--- src/rtl/latency_fifo.sv ---
// latency_fifo: credit-style FIFO whose may_push threshold leaves headroom for
// a producer that keeps pushing for MAY_PUSH_LATENCY (+ EXTRA_IN_FLIGHT)
// cycles after may_push drops. Pops return data READ_DATA_LATENCY cycles later.
module latency_fifo #(
  parameter int WIDTH             = 8,
  parameter int DEPTH             = 32,
  parameter int MAY_PUSH_LATENCY  = 5,
  parameter int EXTRA_IN_FLIGHT   = 0,
  parameter int READ_DATA_LATENCY = 2
) (
  input  logic                     clk,
  input  logic                     rst,
  output logic                     may_push,
  input  logic                     push,
  input  logic [WIDTH-1:0]         push_data,
  output logic                     may_pop,
  input  logic                     pop,
  output logic [WIDTH-1:0]         pop_data,
  output logic                     pop_valid,
  input  logic                     clear,
  output logic [$clog2(DEPTH):0]   count,
  output logic                     overflow,
  output logic                     underflow
);

  localparam int AW     = $clog2(DEPTH);
  localparam int CW     = AW + 1;
  localparam int THRESH = DEPTH - MAY_PUSH_LATENCY - EXTRA_IN_FLIGHT;
  localparam int RDL    = READ_DATA_LATENCY;

  localparam logic [CW-1:0] FULL_CNT   = CW'(DEPTH);
  localparam logic [CW-1:0] THRESH_CNT = CW'(THRESH);

  // Reject parameter sets that cannot work.
  if (THRESH < 1) begin : g_bad_thresh
    $error("latency_fifo: DEPTH too small for MAY_PUSH_LATENCY + EXTRA_IN_FLIGHT");
  end
  if ((DEPTH < 4) || ((DEPTH & (DEPTH - 1)) != 0)) begin : g_bad_depth
    $error("latency_fifo: DEPTH must be a power of two and >= 4");
  end
  if ((RDL < 1) || (RDL > 4)) begin : g_bad_rdl
    $error("latency_fifo: READ_DATA_LATENCY must be 1..4");
  end
  if (WIDTH < 1) begin : g_bad_width
    $error("latency_fifo: WIDTH must be >= 1");
  end

  logic [WIDTH-1:0] mem [DEPTH];

  logic [AW-1:0]    wr_ptr_q, wr_ptr_d;
  logic [AW-1:0]    rd_ptr_q, rd_ptr_d;
  logic [CW-1:0]    count_q,  count_d;
  logic             ovf_q,    ovf_d;
  logic             unf_q,    unf_d;
  logic             push_ok,  pop_ok;

  logic [RDL-1:0]   vld_q;
  logic [WIDTH-1:0] dat_q [RDL];

  // Accept decisions and next-state for pointers, occupancy and sticky flags.
  always_comb begin
    push_ok  = push && !clear && (count_q != FULL_CNT);
    pop_ok   = pop  && !clear && (count_q != '0);
    wr_ptr_d = wr_ptr_q;
    rd_ptr_d = rd_ptr_q;
    count_d  = count_q;
    ovf_d    = ovf_q;
    unf_d    = unf_q;
    if (clear) begin
      wr_ptr_d = '0;
      rd_ptr_d = '0;
      count_d  = '0;
      ovf_d    = 1'b0;
      unf_d    = 1'b0;
    end else begin
      // Pointers are AW bits wide, so +1 wraps DEPTH-1 -> 0 naturally.
      if (push_ok) wr_ptr_d = wr_ptr_q + AW'(1);
      if (pop_ok)  rd_ptr_d = rd_ptr_q + AW'(1);
      case ({push_ok, pop_ok})
        2'b10:   count_d = count_q + CW'(1);
        2'b01:   count_d = count_q - CW'(1);
        default: count_d = count_q;
      endcase
      if (push && !push_ok) ovf_d = 1'b1;
      if (pop  && !pop_ok)  unf_d = 1'b1;
    end
  end

  // Control state register.
  // NOTE: sequential state uses non-blocking assignments so every register
  // samples pre-edge values regardless of statement order.
  always_ff @(posedge clk or posedge rst) begin
    if (rst) begin
      wr_ptr_q <= '0;
      rd_ptr_q <= '0;
      count_q  <= '0;
      ovf_q    <= 1'b0;
      unf_q    <= 1'b0;
    end else begin
      wr_ptr_q <= wr_ptr_d;
      rd_ptr_q <= rd_ptr_d;
      count_q  <= count_d;
      ovf_q    <= ovf_d;
      unf_q    <= unf_d;
    end
  end

  // Storage write port.
  // NOTE: the storage array has no reset; it is never read before being
  // written because a pop requires a nonzero count.
  always_ff @(posedge clk) begin
    if (push_ok) mem[wr_ptr_q] <= push_data;
  end

  // Read pipeline: each stage carries a valid bit; data stages only load when
  // the stage feeding them is valid, so the last stage holds the last word.
  always_ff @(posedge clk or posedge rst) begin
    if (rst) begin
      vld_q <= '0;
      for (int i = 0; i < RDL; i++) dat_q[i] <= '0;
    end else if (clear) begin
      vld_q <= '0;
    end else begin
      vld_q[0] <= pop_ok;
      if (pop_ok) dat_q[0] <= mem[rd_ptr_q];
      for (int i = 1; i < RDL; i++) begin
        vld_q[i] <= vld_q[i-1];
        if (vld_q[i-1]) dat_q[i] <= dat_q[i-1];
      end
    end
  end

  assign count     = count_q;
  assign may_push  = (count_q < THRESH_CNT);
  assign may_pop   = (count_q != '0);
  assign overflow  = ovf_q;
  assign underflow = unf_q;
  assign pop_valid = vld_q[RDL-1];
  assign pop_data  = dat_q[RDL-1];

endmodule

--- config.mk ---
export PLATFORM = sky130hd
export DESIGN_NAME = latency_fifo
export DESIGN_NICKNAME = d
export VERILOG_FILES = /design/src/rtl/latency_fifo.sv
export SDC_FILE = /design/constraint.sdc
export NUM_CORES = 1
export LEC_CHECK = 0
export BUFFER_PORTS_ARGS = -buffer_cell sky130_fd_sc_hd__buf_2
export CORE_AREA = 2 2 145 147
export CTS_BUF_LIST = sky130_fd_sc_hd__clkbuf_16
export CTS_CLUSTER_DIAMETER = 80
export CTS_CLUSTER_SIZE = 10
export DETAILED_ROUTE_END_ITERATION = 10
export DIE_AREA = 0 0 147 149
export PLACE_DENSITY = 0.73
export SKIP_LAST_GASP = 1
export SYNTH_ARGS = -nofsm -noshare
export SYNTH_HDL_FRONTEND = slang
export SYNTH_SLANG_ARGS = --single-unit
--- constraint.sdc ---
create_clock -name clk -period 3.1 [get_ports clk]
set_input_delay 0.31 -clock clk [delete_from_list [all_inputs] [get_ports clk]]
set_output_delay 0.31 -clock clk [all_outputs]
set_load 0.05 [all_outputs]
==> results.toml, run 1 <==
[status]
status = "completed"

[logic_synthesis]
synth_cell_types = 58
synth-compound-area-share = 0.0497
synthMuxAreaShare = 0.143
synth_top_family_by_area = "multiplexers"
synth_ff_type = "edfxtp_1"
postSynthAreaPerCell_um2 = 18.2
yosysSeqAreaShare = 0.719
ys_async_sr_fraction = 0.123
synth_xor_area_frac = 0.00806
synth-simple-area-share = 0.0447
synth-adder-area-share = 0.00837
synthesis.nets = 677
synth_edf_count = 256
ys_ff_latch = 292
syn_inst = 656
netlist_area_um2 = 12000
ys_warn_count = 0

[die]
die_h_um = 149
die_x_um = 147
num_rows = 53
initial_core_util = 0.581
pin_count = 32
coreArea_um2 = 20600
dieArea_um2 = 21900

[critical_path]
r2r_start = "count[2]"
cp-start-kind = "flip-flop"
cp_num_buf_inv = 1
required_ns = 3.48
crit_chain = "nor3_4 > a21bo_2 > nand2_1 > inv_1 > ha_1 > a41o_1 > a21oi_1 > nor3_1 > a31oi_1 > mux2_2"
r2r_slack_ns = 0.27
critPathLaunch = "count[2]"
cpLargestDelayFamily = "compound AO/OA/AOI/OAI gates"
cp-end-kind = "flip-flop"
rr_worst_depth = 10
cp_slowest_cell = "dfrtp_1"
path_class = "flip-flop to flip-flop"
cp_max_fo = 11
worstPathArrival_ns = 3.21
worst_r2r_endpoint = "count[5]"
critPathMaxStageDelay_ns = 0.50

[hold_path]
hold_path.class = "primary input to flip-flop"
hold_end = "underflow"
hold_start = "pop"
whs_path_depth = 3

[placement]
pre_cts_ws_ns = 0.210
dp.cells = 966
io_buffers = 31
gp_congestion = 0.862
dpl.hpwl_mm = 15.3

[layout]
layout-drive-gt1-share = 0.261
multi_input_area_um2 = 3040
area_growth_pct = 13.3
fillers = 1361
fin_util = 0.659
fin_cells = 1018
layout.nets = 751
register_area_um2 = 8590
antennaDiodeCount = 0

[grt]
grt-ovfl-total = 0
grt_pass1_vias = 6348
grt_start_max_net_pins = 45
antenna_found_initial = 0
track_usage = 0.233
grt_first_pass_wirelength_mm = 38.1

[timing]
setup_slack_ns = 0.272
clock_skew_ns = 0.0142
setup_viol = 0
hold_violations = 0
tightest_slew_ns = 0.661
hold-worst-slack_ns = 0.139
slew_violations = 0
setup_tns_ns = 0
rsz0062_at_grt = "no"
fmax_mhz = 354
finalCriticalPeriod_ns = 2.83
finalCritPeriodShare = 0.912
slew_headroom = 0.559

[routing]
via_count = 6349
drt_iter0_drc = 581
totalWireLength_mm = 24.7
drcViolationCount = 0
drt-pass1-iter-count = 5
ant_nets = 0
routedWlPerCell_um = 24.3
drt-vias-per-instance = 6.24

[job]
maxCapViolCount = 0

[clock_network]
cts_inserted_buffers = 35
clk_pin_slew_ns = 0.05
cts_tree = "built"
root_buffer = "clkbuf_16"
htreeDepth = 2
clock_path_buffers = 3
insertion_delay_ns = 0.51
cts_sinks = 292

[pwr]
vdd_drop_max_v = 0.000446
leakagePower_nw = 4.67
powerDensity_nw_per_um2 = 741
## cells in the mapped netlist (5+ instances only)
library cell,count,share of area
a21oi_1,7,0.0029
inv_1,6,0.0019
buf_4,10,0.0063
xnor2_1,7,0.0051
nor2_1,48,0.015
edfxtp_1,256,0.64
mux2_2,19,0.018
ha_1,8,0.0084
a211o_1,6,0.0044
clkbuf_1,14,0.0044
mux4_1,5,0.011
nor3_1,14,0.0059
mux2i_1,31,0.026
nand4_1,5,0.0026
nand2_1,23,0.0072
a211oi_1,7,0.0044
a22oi_1,8,0.0050
a21o_1,9,0.0057
buf_6,5,0.0047
a32oi_1,6,0.0044
dfrtp_1,36,0.075
o2bb2ai_1,6,0.0044
mux4_2,47,0.089
buf_2,8,0.0033
o22ai_1,7,0.0037
## how the worst max path moves through the flow
stage	to	slack, ns	cells past startpoint
after CTS	count[5]	0.20	10
after detailed placement	count[5]	0.21	10
after global placement	count[5]	0.25	10
after floorplan	count[5]	0.07	13
final	count[5]	0.27	10
after global routing	count[5]	0.05	11
## through the flow
stage	power [mW]	area, µm²
2_1_floorplan	6.23	12000
3_3_place_gp	6.56	12500
3_5_place_dp	6.59	12500
4_1_cts	10.1	13500
5_1_grt	10.4	13500
6_report	10.0	13500
## power by group
part / switching, mW / internal, mW / total, mW
combinational: 1.06 / 0.830 / 1.89
sequential: 0.212 / 4.43 / 4.64
clock: 1.43 / 2.07 / 3.50
## worst reg2reg max path: stages, from the launching register on
cell and delay (ns):
dfrtp_1 0.50, nor3_4 0.31, a21bo_2 0.25, nand2_1 0.14
inv_1 0.19, ha_1 0.34, a41o_1 0.28, a21oi_1 0.14
nor3_1 0.05, a31oi_1 0.17, mux2_2 0.35
## placed cells by master, fill, tap and decap left out, types with 5 or more instances in the layout
cell type,count
a21o_1,9
o2bb2ai_1,6
edfxtp_1,256
buf_4,44
xnor2_1,7
nand2_1,23
mux4_2,47
a32oi_1,6
a211o_1,6
dfrtp_1,34
nor3_1,14
a22oi_1,8
mux2_2,19
nand4_1,5
nor2_1,48
ha_1,8
buf_2,31
inv_1,17
o22ai_1,7
mux2i_1,31
clkbuf_16,36
a21oi_1,7
a211oi_1,7
mux4_1,5
## sequential cells by signal, indices dropped and copies added, names as in the netlist
register / flops
mem: 256
dat_q: 8
pop_data: 8
count: 6
rd_ptr_q: 5
wr_ptr_q: 5
vld_q: 2
overflow: 1
underflow: 1
## routing by layer
metal | part of all wire | GRT usage | up-vias
met1 | 0.44 | 0.344 | 3282
met2 | 0.47 | 0.364 | 260
li1 | - | - | 2766
met3 | 0.064 | 0.0437 | 41
met4 | 0.024 | 0.0692 | 0
met5 | 0 | 0 | -
## area by class of cell
class	instances	share of cell area
clock buffers	36	0.0665
clock inverters	14	0.00554
flip-flops and latches	292	0.634
well taps	275	0.0254
repair buffers	79	0.0410
inverters	9	0.00249
multi-input cells	313	0.225
## cell families after synthesis
| logic type | after synthesis |
|---|---|
| xor+xnor | 11 |
| flops | 292 |
| compound gates | 78 |
| fa+ha+maj | 8 |
| buf+inv | 51 |
| mux | 102 |
| simple gates | 114 |
## what timing repair did
action | 4_1_cts | 5_1_grt
setup buffers | 0 | 1
gates resized for setup | 0 | 1
hold buffers | 1 | 0
setup endpoints to repair | 0 | 1
endpoints found under the hold margin | 16 | 0
Power figures use the tool's default switching activity.
==> run 2: changes to the inputs <==
--- a/config.mk
+++ b/config.mk
@@ -6,13 +6,13 @@
 export NUM_CORES = 1
 export LEC_CHECK = 0
 export BUFFER_PORTS_ARGS = -buffer_cell sky130_fd_sc_hd__buf_2
-export CORE_AREA = 2 2 145 147
+export CORE_AREA = 2 2 158 160
 export CTS_BUF_LIST = sky130_fd_sc_hd__clkbuf_16
 export CTS_CLUSTER_DIAMETER = 80
 export CTS_CLUSTER_SIZE = 10
 export DETAILED_ROUTE_END_ITERATION = 10
-export DIE_AREA = 0 0 147 149
-export PLACE_DENSITY = 0.73
+export DIE_AREA = 0 0 160 162
+export PLACE_DENSITY = 0.63
 export SKIP_LAST_GASP = 1
 export SYNTH_ARGS = -nofsm -noshare
 export SYNTH_HDL_FRONTEND = slang
==> run 2 against run 1 <==
Wire length is 0.93% higher; fmax is 2.4% lower; via count is 2.3% lower; utilization is 9.5 points lower; hold slack worse by 0.0059 ns; cell count is 4.7% higher; clock skew is 0.014 ns higher; critical path type unchanged; cell area is 0.29% higher.
==> results.toml, run 2 (synthesis results as in run 1) <==
[critical_path]
r2r_start = "count[2]"
cp-end-kind = "flip-flop"
cp_max_fo = 11
rr_worst_depth = 10
r2r_slack_ns = 0.20
worstPathArrival_ns = 3.29
path_class = "flip-flop to flip-flop"
worst_r2r_endpoint = "count[5]"
cp-start-kind = "flip-flop"
required_ns = 3.49

[job]
maxCapViolCount = 0

[die]
die_h_um = 162
pin_count = 32
dieArea_um2 = 25900
num_rows = 57
initial_core_util = 0.496
coreArea_um2 = 24100
die_x_um = 160

[grt]
grt-ovfl-total = 0
grt_start_max_net_pins = 58
grt_pass1_vias = 6337
grt_first_pass_wirelength_mm = 38.2
antenna_found_initial = 0
track_usage = 0.198

[placement]
gp_congestion = 0.914
io_buffers = 31
dpl.hpwl_mm = 15.7

[layout]
layout_commonest_cell = "edfxtp_1"
fillers = 1849
layout-drive-gt1-share = 0.261
multi_input_area_um2 = 3040
area_growth_pct = 13.7
largest_reg_flops = 256
register_area_um2 = 8590
regMostFlops = "mem"
antennaDiodeCount = 0
final_cell_mix = "edfxtp_1 (256), nor2_1 (48), mux4_2 (47)"
layout.nets = 749

[hold_path]
hold_end = "underflow"
hold_path.class = "primary input to flip-flop"
hold_start = "pop"
whs_path_depth = 3

[pwr]
p_seq_frac = 0.460
power_mw = 9.99
power.internal_mw = 7.29
power.share.clock = 0.351
switching_share = 0.270
leakagePower_nw = 4.65
combinationalPowerShare = 0.189
vdd_drop_max_v = 0.000479
p_sw_mw = 2.70
powerDensity_nw_per_um2 = 735

[timing]
setup_viol = 0
slew_violations = 0
tightest_slew_ns = 0.755
finalCriticalPeriod_ns = 2.90
fmax_mhz = 345
finalCritPeriodShare = 0.934
slew_headroom = 0.493
rsz0062_at_grt = "no"
hold-worst-slack_ns = 0.133
clock_skew_ns = 0.0278
setup_tns_ns = 0
hold_violations = 0

[routing]
drt-pass1-iter-count = 5
drcViolationCount = 0
drt_iter0_drc = 519
routedWlPerCell_um = 23.4
via_count = 6203
totalWireLength_mm = 25.0
drt-vias-per-instance = 5.82
ant_nets = 0

[clock_network]
cts_tree = "built"
htreeDepth = 2
cts_inserted_buffers = 35
post_cts_buffers = 0
clock_path_buffers = 3
clk_pin_slew_ns = 0.05
root_buffer = "clkbuf_16"
cts_sinks = 292
insertion_delay_ns = 0.51

[status]
status = "completed"
run 2: cell types whose count changed in the layout (fill, tap and decap cells not counted), sizes merged:
cell    delta
clkinv     +2
inv        -1
buf        -2
run 2: power groups by stage:
| stage | sequential (mW) | combinational [mW] | clock [mW] |
|---|---|---|---|
| after CTS | 4.59 | 1.91 | 3.58 |
| after global routing | 4.61 | 2.02 | 3.75 |
| after detailed placement | 4.67 | 1.90 | 0 |
| after floorplan | 4.65 | 1.58 | 0 |
| final | 4.59 | 1.88 | 3.51 |
| after global placement | 4.66 | 1.88 | 0 |
run 2: what timing repair did:
item / 4_1_cts / 5_1_grt
endpoints found under the hold margin: 6 / 0
hold buffers: 1 / 0
resized for setup: 0 / 3
setup endpoints to repair: 0 / 1
run 2: how the worst max path moves through the flow:
stage               depth (start not counted)  startpoint       end  slack [ns]
floorplan                                  13    count[1]  count[5]        0.07
global placement                           10    count[1]  count[5]        0.32
global route                               10    count[2]  count[5]        0.07
CTS                                        10    count[1]  count[5]        0.16
finish                                     10    count[2]  count[5]        0.20
detailed placement                         10    count[1]  count[5]        0.16
run 2: per-layer routing:
metal	part of all wire	vias to the layer above	global-route usage
met5	0	-	0
met4	0.028	0	0.0684
met1	0.44	3181	0.278
met2	0.48	221	0.317
li1	-	2757	-
met3	0.060	44	0.0378
run 2: per-stage QoR:
| stage | worst slack, ns | cell area, µm² | instances | util |
|---|---|---|---|---|
| global route | 0.0661 | 13600 | 1066 | 0.564 |
| global placement | 0.323 | 12600 | 1014 | 0.522 |
| finish | 0.204 | 13600 | 1066 | 0.564 |
| CTS | 0.159 | 13600 | 1066 | 0.563 |
| detailed placement | 0.158 | 12600 | 1014 | 0.522 |
| floorplan | 0.0659 | 12000 | 656 | - |
run 2: cell type report:
| cell class | instances | area share |
|---|---|---|
| clock inverters | 15 | 0.00580 |
| inverters | 9 | 0.00249 |
| well taps | 324 | 0.0298 |
| flip-flops and latches | 292 | 0.633 |
| clock buffers | 36 | 0.0663 |
| repair buffers | 77 | 0.0389 |
| multi-input cells | 313 | 0.224 |
run 2: critical path, stage by stage, from the launching register on:
cell,delay [ns]
dfrtp_1,0.50
nor3_4,0.37
a21bo_2,0.27
nand2_1,0.16
inv_2,0.15
ha_1,0.33
a41o_1,0.28
a21oi_1,0.17
nor3_1,0.08
a31oi_1,0.16
mux2_2,0.35
==> run 3: changes to the inputs <==
--- a/config.mk
+++ b/config.mk
@@ -12,7 +12,7 @@
 export CTS_CLUSTER_SIZE = 10
 export DETAILED_ROUTE_END_ITERATION = 10
 export DIE_AREA = 0 0 160 162
-export PLACE_DENSITY = 0.63
+export PLACE_DENSITY = 0.65
 export SKIP_LAST_GASP = 1
 export SYNTH_ARGS = -nofsm -noshare
 export SYNTH_HDL_FRONTEND = slang
==> constraint.sdc (replaced) <==
create_clock -name clk -period 2.41 [get_ports clk]
set_input_delay 0.241 -clock clk [delete_from_list [all_inputs] [get_ports clk]]
set_output_delay 0.241 -clock clk [all_outputs]
set_load 0.05 [all_outputs]
==> run 3 against run 2 <==
Die area did not move; utilization rose by 1.1 points; combinational power rose by 40%; first-iteration DRC count rose by 15%; sequential power rose by 28%; cell count rose by 2.7%; count of clock-buffer cells in the layout did not move; global-route usage fell by 0.072 points; sequential share of layout area fell by 1.2 points; clock skew fell by 0.016 ns; cell area rose by 1.9%; largest power group unchanged.
==> results.toml, run 3 (synthesis results as in run 1) <==
[die]
pin_count = 32
initial_core_util = 0.496
coreArea_um2 = 24100
num_rows = 57
die_h_um = 162
dieArea_um2 = 25900
die_x_um = 160

[placement]
dpl.hpwl_mm = 16.2
gp_congestion = 0.903
io_buffers = 31
pre_cts_ws_ns = 0.0150

[critical_path]
worst_r2r_endpoint = "count[5]"
r2r_start = "count[4]"
critPathMaxStageDelay_ns = 0.45
cp-start-kind = "flip-flop"
worstPathArrival_ns = 2.72
r2r_slack_ns = 0.07
cp_max_fo = 6
cp_num_buf_inv = 2
required_ns = 2.79
cp_slowest_cell = "dfrtp_2"
cp-end-kind = "flip-flop"
crit_chain = "nor3_4 > a21o_1 > inv_2 > nand2_4 > inv_4 > ha_4 > a41o_1 > a21oi_2 > nor3_1 > a31oi_1 > mux2_2"
path_depth = 11
critPathLaunch = "count[4]"
rr_worst_depth = 11
path_class = "flip-flop to flip-flop"
cpLargestDelayFamily = "compound AO/OA/AOI/OAI gates"

[timing]
clock_skew_ns = 0.0121
finalCritPeriodShare = 0.970
finalCriticalPeriod_ns = 2.34
slew_headroom = 0.378
hold_violations = 0
tightest_slew_ns = 0.926
setup_viol = 0
slew_violations = 0
fmax_mhz = 428
setup_tns_ns = 0
setup_slack_ns = 0.0723

[layout]
area_growth_pct = 15.9
final_cell_mix = "edfxtp_1 (256), buf_4 (65), nor2_1 (48)"
layout_commonest_cell = "edfxtp_1"
layout.nets = 772
layout-drive-gt1-share = 0.296
largest_reg_flops = 256
regMostFlops = "mem"
antennaDiodeCount = 0

[clock_network]
cts_tree = "built"
cts_inserted_buffers = 35
root_buffer = "clkbuf_16"
clk_pin_slew_ns = 0.05
insertion_delay_ns = 0.51
cts_sinks = 292
htreeDepth = 2
clock_path_buffers = 3

[grt]
grt_first_pass_wirelength_mm = 38.7
met1_usage = 0.287
grtUsageMet2 = 0.308
grt_pass1_vias = 6524
antenna_found_initial = 0
grt-ovfl-total = 0
busiest_layer = "met2"
grtUsageMet3 = 0.0340
grt_start_max_net_pins = 45
track_usage = 0.197

[pwr]
vdd_drop_max_v = 0.000511
powerDensity_nw_per_um2 = 941
leakagePower_nw = 4.80
power_mw = 13.0

[hold_path]
whs_path_depth = 3
hold_path.class = "primary input to flip-flop"
hold_start = "push"
hold_end = "overflow"

[routing]
drt-pass1-iter-count = 5
drcViolationCount = 0
via_count = 6320
drt-vias-per-instance = 5.77
ant_nets = 0
drt_iter0_drc = 599
totalWireLength_mm = 24.8
routedWlPerCell_um = 22.7

[job]
maxCapViolCount = 0

[status]
status = "completed"
## run 3: changes by cell type in the layout (fill, tap and decap cells not counted), sizes merged
cell,delta
clkinv,-2
buf,+23
inv,+8
## run 3: what timing repair did
action | CTS | global route
hold buffers | 1 | 0
pin swaps | 0 | 5
endpoints found under the setup margin | 1 | 8
gates resized for setup | 1 | 5
hold endpoints to repair | 15 | 0
setup buffers | 0 | 5
## run 3: power breakdown
group          leakage, nW  internal, mW  switching (mW)
clock                0.555          2.68            1.84
sequential            2.77          5.71           0.172
combinational         1.48          1.13            1.51
## run 3: worst max-delay path by stage
| stage | endpoint |
|---|---|
| floorplan | count[5] |
| global placement | count[5] |
| detailed placement | count[5] |
| CTS | count[5] |
| global route | count[5] |
| finish | count[5] |
## run 3: final cells by class
class | count | area (µm²)
clock buffers | 36 | 901
clock inverters | 21 | 101
fillers | 1825 | 10300
inverters | 9 | 36.3
multi-input cells | 313 | 3090
flip-flops and latches | 292 | 8600
well taps | 324 | 405
repair buffers | 100 | 713
## run 3: tightest hold or removal path, cell delays in order
cell     delay, ns
buf_2         0.13
a31oi_1       0.09
nor2_1        0.08
## run 3: metal layers
layer  wire, µm  part of all wire
met4        714             0.029
met3       1630             0.066
met2      11600              0.47
met1      10900              0.44
met5          0                 0
## run 3: per-stage QoR
step,cell area [µm²],std cells,hold slack [ns],util
final,13800,1095,0.0875,0.574
after floorplan,12000,656,0.340,-
after detailed placement,12800,1032,0.330,0.530
after global placement,12800,1032,0.312,0.530
after CTS,13800,1090,0.0790,0.572
after global routing,13800,1095,0.104,0.574
